## config.mk

```make
export PLATFORM = sky130hd
export DESIGN_NAME = sat_subtract_pipe
export DESIGN_NICKNAME = d
export VERILOG_FILES = /design/src/rtl/sat_subtract_pipe.sv
export SDC_FILE = /design/constraint.sdc
export NUM_CORES = 1
export LEC_CHECK = 0
export CORE_MARGIN = 10
export CORE_UTILIZATION = 57
export DETAILED_ROUTE_END_ITERATION = 6
export GPL_TIMING_DRIVEN = 0
export PLACE_DENSITY = 0.87
export SYNTH_ARGS = -nofsm -noshare
export SYNTH_HDL_FRONTEND = slang
export SYNTH_SLANG_ARGS = --single-unit
```

## constraint.sdc

```tcl
create_clock -name clk -period 4.9 [get_ports clk]
set_input_delay 0.98 -clock clk [delete_from_list [all_inputs] [get_ports clk]]
set_output_delay 0.98 -clock clk [all_outputs]
set_load 0.03 [all_outputs]
```

## src/rtl/sat_subtract_pipe.sv

```systemverilog
// sat_subtract_pipe -- pipelined multi-lane signed subtractor with optional
// rounding right shift, saturation and overflow flagging.
//   out1 = sat((in1 - in2 + 2^(OUT_SHIFT-1)) >>> OUT_SHIFT) per lane.
// Ports:
//   clk, rst_n          clock, asynchronous active-low reset
//   in_valid/in_ready   input handshake
//   in1, in2            CHANNELS x WIDTH signed operands, lane k at [k*WIDTH +: WIDTH]
//   out_valid/out_ready output handshake
//   out1                CHANNELS x WIDTH saturated results
//   ovf                 per-lane clip flag, aligned with out1
//   ovf_sticky          per-lane sticky overflow, set on consume of a clipped beat
//   clr_sticky          synchronous clear of sticky flags (and counters)
//   ovf_cnt             per-lane 16-bit saturating overflow counters,
//                       present only when SUB_OVF_CNT_EN is defined
module sat_subtract_pipe #(
  parameter int WIDTH     = 64,
  parameter int CHANNELS  = 1,
  parameter int OUT_SHIFT = 0
) (
  input  logic                      clk,
  input  logic                      rst_n,
  input  logic                      in_valid,
  output logic                      in_ready,
  input  logic [CHANNELS*WIDTH-1:0] in1,
  input  logic [CHANNELS*WIDTH-1:0] in2,
  output logic                      out_valid,
  input  logic                      out_ready,
  output logic [CHANNELS*WIDTH-1:0] out1,
  output logic [CHANNELS-1:0]       ovf,
  output logic [CHANNELS-1:0]       ovf_sticky,
  input  logic                      clr_sticky
`ifdef SUB_OVF_CNT_EN
  ,
  output logic [CHANNELS*16-1:0]    ovf_cnt
`endif
);

  localparam int RND_SH = (OUT_SHIFT > 0) ? OUT_SHIFT - 1 : 0;
  // Rounding constant is zero when no shift is applied, so r = d falls out.
  localparam logic signed [WIDTH+1:0] RND =
    (OUT_SHIFT > 0) ? ((WIDTH+2)'(1) << RND_SH) : '0;
  localparam logic signed [WIDTH+1:0] SAT_MAX = {3'b000, {(WIDTH-1){1'b1}}};
  localparam logic signed [WIDTH+1:0] SAT_MIN = {3'b111, {(WIDTH-1){1'b0}}};

  logic                    s1_valid;
  logic                    s2_valid;
  logic                    en1;
  logic                    en2;
  logic                    consume;
  logic signed [WIDTH:0]   d_q    [CHANNELS];
  logic signed [WIDTH:0]   d_next [CHANNELS];
  logic [CHANNELS*WIDTH-1:0] sat_next;
  logic [CHANNELS-1:0]     ovf_next;
  logic [CHANNELS*WIDTH-1:0] out_q;
  logic [CHANNELS-1:0]     ovf_q;
  logic [CHANNELS-1:0]     sticky_q;

  always_comb begin
    en2       = !s2_valid || out_ready;
    en1       = !s1_valid || en2;
    in_ready  = en1;
    consume   = s2_valid && out_ready;
    out_valid = s2_valid;
    out1      = out_q;
    ovf       = ovf_q;
    ovf_sticky = sticky_q;
  end

  // Stage 1: exact difference at WIDTH+1 bits.
  always_comb begin
    for (int unsigned k = 0; k < CHANNELS; k++) begin
      d_next[k] = signed'({in1[k*WIDTH+WIDTH-1], in1[k*WIDTH +: WIDTH]})
                - signed'({in2[k*WIDTH+WIDTH-1], in2[k*WIDTH +: WIDTH]});
    end
  end

  // Stage 2: round, arithmetic shift, saturate.
  always_comb begin
    logic signed [WIDTH+1:0] t;
    logic signed [WIDTH+1:0] r;
    sat_next = '0;
    ovf_next = '0;
    for (int unsigned k = 0; k < CHANNELS; k++) begin
      t = signed'({d_q[k][WIDTH], d_q[k]}) + RND;
      r = t >>> OUT_SHIFT;
      if (r > SAT_MAX) begin
        sat_next[k*WIDTH +: WIDTH] = SAT_MAX[WIDTH-1:0];
        ovf_next[k]                = 1'b1;
      end else if (r < SAT_MIN) begin
        sat_next[k*WIDTH +: WIDTH] = SAT_MIN[WIDTH-1:0];
        ovf_next[k]                = 1'b1;
      end else begin
        sat_next[k*WIDTH +: WIDTH] = r[WIDTH-1:0];
      end
    end
  end

  always_ff @(posedge clk or negedge rst_n) begin
    if (!rst_n) begin
      s1_valid <= 1'b0;
      s2_valid <= 1'b0;
      out_q    <= '0;
      ovf_q    <= '0;
      for (int unsigned k = 0; k < CHANNELS; k++) d_q[k] <= '0;
    end else begin
      if (en1) begin
        s1_valid <= in_valid;
        for (int unsigned k = 0; k < CHANNELS; k++) d_q[k] <= d_next[k];
      end
      if (en2) begin
        s2_valid <= s1_valid;
        out_q    <= sat_next;
        ovf_q    <= ovf_next;
      end
    end
  end

  // Set has priority over clear.
  always_ff @(posedge clk or negedge rst_n) begin
    if (!rst_n) begin
      sticky_q <= '0;
    end else begin
      for (int unsigned k = 0; k < CHANNELS; k++) begin
        if (consume && ovf_q[k]) sticky_q[k] <= 1'b1;
        else if (clr_sticky)     sticky_q[k] <= 1'b0;
      end
    end
  end

`ifdef SUB_OVF_CNT_EN
  logic [15:0] cnt_q [CHANNELS];

  // Clear and increment together leave the count at 1.
  always_ff @(posedge clk or negedge rst_n) begin
    if (!rst_n) begin
      for (int unsigned k = 0; k < CHANNELS; k++) cnt_q[k] <= '0;
    end else begin
      for (int unsigned k = 0; k < CHANNELS; k++) begin
        if (clr_sticky)
          cnt_q[k] <= (consume && ovf_q[k]) ? 16'd1 : 16'd0;
        else if (consume && ovf_q[k] && cnt_q[k] != 16'hFFFF)
          cnt_q[k] <= cnt_q[k] + 16'd1;
      end
    end
  end

  always_comb begin
    ovf_cnt = '0;
    for (int unsigned k = 0; k < CHANNELS; k++) ovf_cnt[k*16 +: 16] = cnt_q[k];
  end
`endif

endmodule

```

==> impl_metrics.csv, run 1 <==
group,metric,value,unit
run_status,status,"completed",
place,gp_congestion,0.972,
final_layout,drive_above_1_share,4.47,%
cts,post-cts-setup-buffer-count,0,
detailed_routing,routedWlPerCell,18.7,µm
die,initial_core_util,57.5,%
detailed_routing,ant_nets,0,
hold_path,hold_depth,2,
timing,slew_viol_final,0,
pwr,power,4.94,mW
cts,clockRootBuffer,"clkbuf_16",
timing,maxSlewHeadroom,53.9,%
timing,hold_violations,0,
logic_synthesis,synthArstFlopShare,100,%
cts,cts_made_buffers,17,
place,hpwlAfterDp,25300,µm
detailed_routing,dr.pass1.iters,5,
global_route,grt_pass1_wl,52100,µm
final_layout,final_nets,1729,
final_layout,seqCellArea,0.00333,mm²
final_layout,multiInputGateArea,0.00588,mm²
die,die_area,0.0229,mm²
critical_path,critPathMaxStageDelay,790,ps
cts,htreeDepth,4,
global_route,grt_max_degree,73,
timing,period_share,99.1,%
logic_synthesis,synth_enable_flop_cells,0,
hold_path,hold_path_class,"flop to flop",
cts,cts_buffer_depth,2,
critical_path,crit_fanout,10,
flow_run,drv_cap,0,
pwr,p_leak,5.67,nW
critical_path,worstSetupPathDepth,7,
timing,tightest_slew,692,ps
logic_synthesis,yosys_most_used_dff,"dfrtp_1",
critical_path,end_kind,"output port",
place,portBuffers,200,
final_layout,fin_cells,1769,
critical_path,rr_worst_depth,6,
timing,setup_tns,0,ps
global_route,grt_overflow,0,
detailed_routing,vias_per_cell,5.91,
critical_path,crit_slowest_cell,"clkdlybuf4s50_1",
cts,clock_latency,420,ps
critical_path,path_class,"input port to output port",
final_layout,syn2layout_area_growth,29.5,%
timing,fmax,0.206,GHz
logic_synthesis,synth_area_per_cell,7.51,µm²
critical_path,path_delay_family,"buffers and inverters",
timing,finalSetupViolations,0,
logic_synthesis,syn_nets,1509,
global_route,grt_usage,28.5,%
critical_path,worst-endpoint-required,3920,ps
timing,rsz0062_at_grt,"no",
logic_synthesis,synth-seq-area-share,33.8,%
global_route,antenna_found_initial,0,
final_layout,fill_cells,1292,
logic_synthesis,ys_warn_count,0,
detailed_routing,routed_wl,33000,µm
logic_synthesis,syn_inst,1311,
critical_path,crit_arrival,3880,ps
die,coreArea,0.0171,mm²
pwr,powerDensity,387,mW/mm²
final_layout,n_antenna_cell,0,
logic_synthesis,synth_cell_types,72,
die,die_w,151,µm
cts,clk_pin_slew,60,ps
die,die_h,151,µm
die,std_cell_rows,48,
die,pin_count,201,
pwr,vdd_ir_drop_max,0.324,mV
timing,min_period,4860,ps
critical_path,path_buf_inv,5,
cts,cts_sinks,133,
detailed_routing,vias,10500,
critical_path,cp_cell_sequence,"clkdlybuf4s50_1, nor2b_1, and2_1, inv_1, clkbuf_1, clkbuf_1, clkdlybuf4s50_1",
timing,clock_skew,7.82,ps
global_route,grt_pass1_vias,10300,
cts,cts_tree,"yes",
detailed_routing,drt_iter0_markers,849,
detailed_routing,drcViolationCount,0,
cts,ctsHoldBuffers,0,
place,place_inst,1737,
timing,fin_hold_ws,473,ps
logic_synthesis,syn_area,0.00985,mm²
cts,cts_resized,0,
critical_path,startpoint_type,"input port",
logic_synthesis,ys_seq_elements,133,
placed cells by master (no fill, tap or decap), types with 3 or more instances in the layout:
cell type,synthesis,routed
a21o_1,34,34
a21oi_2,3,3
and4_1,6,6
a211o_1,5,5
and2_1,3,3
nor2b_1,4,4
nor2_1,82,82
xnor2_1,35,35
a21boi_0,4,4
clkbuf_16,0,17
xor2_1,21,21
clkbuf_8,0,3
a21oi_1,130,130
nand4_1,25,25
o21a_1,9,9
a2111oi_0,3,3
a31oi_1,11,11
dfrtp_1,133,133
and3_1,7,7
nand2_1,271,271
inv_1,84,84
nand3_1,10,10
clkinv_2,0,3
or2_2,3,3
clkdlybuf4s50_1,0,199
o21ai_0,185,185
nand2b_1,8,8
clkbuf_1,62,63
o21ai_1,7,7
o31ai_1,3,3
clkinvlp_4,0,3
o211ai_1,6,6
ha_1,64,64
buf_1,5,5
buf_2,9,9
nor3_1,14,14
o21bai_1,16,16
worst register-to-register path, stage by stage, from the launching register on:
cell and delay [ps]:
dfrtp_1 380, nor2b_1 460, and2_1 350, clkbuf_1 410
clkbuf_1 580, nand2_1 150, o21ai_0 100
routing by layer:
| metal | share of wire [%] | up-vias | global-route usage (%) | wire length (µm) |
|---|---|---|---|---|
| met5 | 0 | - | 0 | 0 |
| met4 | 2.9 | 0 | 9.72 | 950 |
| met3 | 10 | 69 | 6.39 | 3310 |
| met2 | 47 | 526 | 47.0 | 15500 |
| met1 | 40 | 4885 | 35.9 | 13200 |
| li1 | - | 4972 | - | - |
metrics by stage:
step	util (%)	area (µm²)	setup slack [ps]
2_1_floorplan	-	9850	1710
5_1_grt	74.5	12800	16.0
6_report	74.5	12800	44.6
3_5_place_dp	71.0	12200	206
3_3_place_gp	70.9	12100	-2100
4_1_cts	74.5	12800	128
power breakdown:
part	leakage (nW)	internal, mW	switching [mW]
Clock	0.285	0.789	0.493
Sequential	1.55	1.39	0.215
Combinational	3.83	0.794	1.26
logic make-up (layout without fill, tap and decap cells):
| group | after synthesis | after routing | synth area share, % |
|---|---|---|---|
| simple gates | 447 | 447 | 19.7 |
| buf+inv | 163 | 396 | 6.48 |
| mux | 3 | 3 | 0.318 |
| compound gates | 444 | 444 | 26.4 |
| flops | 133 | 133 | 33.8 |
| fa+ha+maj | 65 | 65 | 8.33 |
| xor+xnor | 56 | 56 | 4.98 |
path summary, 6_finish.rpt:
| kind | startpoint | endpoint | slack [ps] |
|---|---|---|---|
| setup / recovery | out_ready | in_ready | 40 |
| setup reg to reg | out_valid | d_q[44] | 2390 |
| hold / removal | out1[3] | out1[3] | 470 |
| hold reg to reg | out1[3] | out1[3] | 470 |
| min in group asynchronous | rst_n | d_q[51] | 560 |
| max in group asynchronous | rst_n | out1[63] | 3610 |
synth_stat cells, types with 3 or more instances:
cell	n	area share (%)
nand2_1	271	10
o21ai_0	185	9.4
dfrtp_1	133	34
a21oi_1	130	6.6
inv_1	84	3.2
nor2_1	82	3.1
ha_1	64	8.1
clkbuf_1	62	2.4
xnor2_1	35	3.1
a21o_1	34	2.6
nand4_1	25	1.6
xor2_1	21	1.9
o21bai_1	16	1.2
nor3_1	14	0.71
a31oi_1	11	0.70
nand3_1	10	0.51
buf_2	9	0.46
o21a_1	9	0.69
nand2b_1	8	0.51
and3_1	7	0.44
o21ai_1	7	0.36
and4_1	6	0.53
o211ai_1	6	0.46
a211o_1	5	0.44
buf_1	5	0.19
a21boi_0	4	0.30
nor2b_1	4	0.25
a2111oi_0	3	0.27
a21oi_2	3	0.27
and2_1	3	0.19
o31ai_1	3	0.23
or2_2	3	0.19
area by class of cell:
cell class                 instances  area share [%]
inverter                          84            2.47
tap                              225            2.21
multi-input combinational       1015            46.1
timing repair buffer             201            15.9
sequential                       133            26.1
clock buffer                      21            3.69
buffer                            79            2.53
clock inverter                    11           0.971
state kept, by name (all words and copies together) (netlist names):
| register | cells |
|---|---|
| d_q | 65 |
| ovf_sticky | 1 |
| s1_valid | 1 |
| out1 | 64 |
| ovf | 1 |
| out_valid | 1 |
No activity file was read; power rests on OpenSTA's default activity.
==> run 2, diff against run 1 <==
==> constraint.sdc (replaced) <==
create_clock -name clk -period 5.97 [get_ports clk]
set_input_delay 1.194 -clock clk [delete_from_list [all_inputs] [get_ports clk]]
set_output_delay 1.194 -clock clk [all_outputs]
set_load 0.03 [all_outputs]
==> results of run 2 <==
The final DEF is identical to that of run 1. Status: completed.
Among the figures that moved: setup slack after placement 206 ps -> 848 ps; setup slack after layout 44.6 ps -> 687 ps; register-to-register setup slack 2390 ps -> 3460 ps; total power 4.94 mW -> 4.06 mW; worst IR drop on VDD 0.324 mV -> 0.266 mV
==> run 3, diff against run 2 <==
--- a/config.mk
+++ b/config.mk
@@ -10,6 +10,7 @@
 export DETAILED_ROUTE_END_ITERATION = 6
 export GPL_TIMING_DRIVEN = 0
 export PLACE_DENSITY = 0.87
+export SKIP_LAST_GASP = 1
 export SYNTH_ARGS = -nofsm -noshare
 export SYNTH_HDL_FRONTEND = slang
 export SYNTH_SLANG_ARGS = --single-unit
==> results of run 3 <==
The final DEF is identical to that of run 1. Status: completed.
Among the figures that moved: setup slack after placement 206 ps -> 848 ps; setup slack after layout 44.6 ps -> 687 ps; register-to-register setup slack 2390 ps -> 3460 ps; total power 4.94 mW -> 4.06 mW; worst IR drop on VDD 0.324 mV -> 0.266 mV
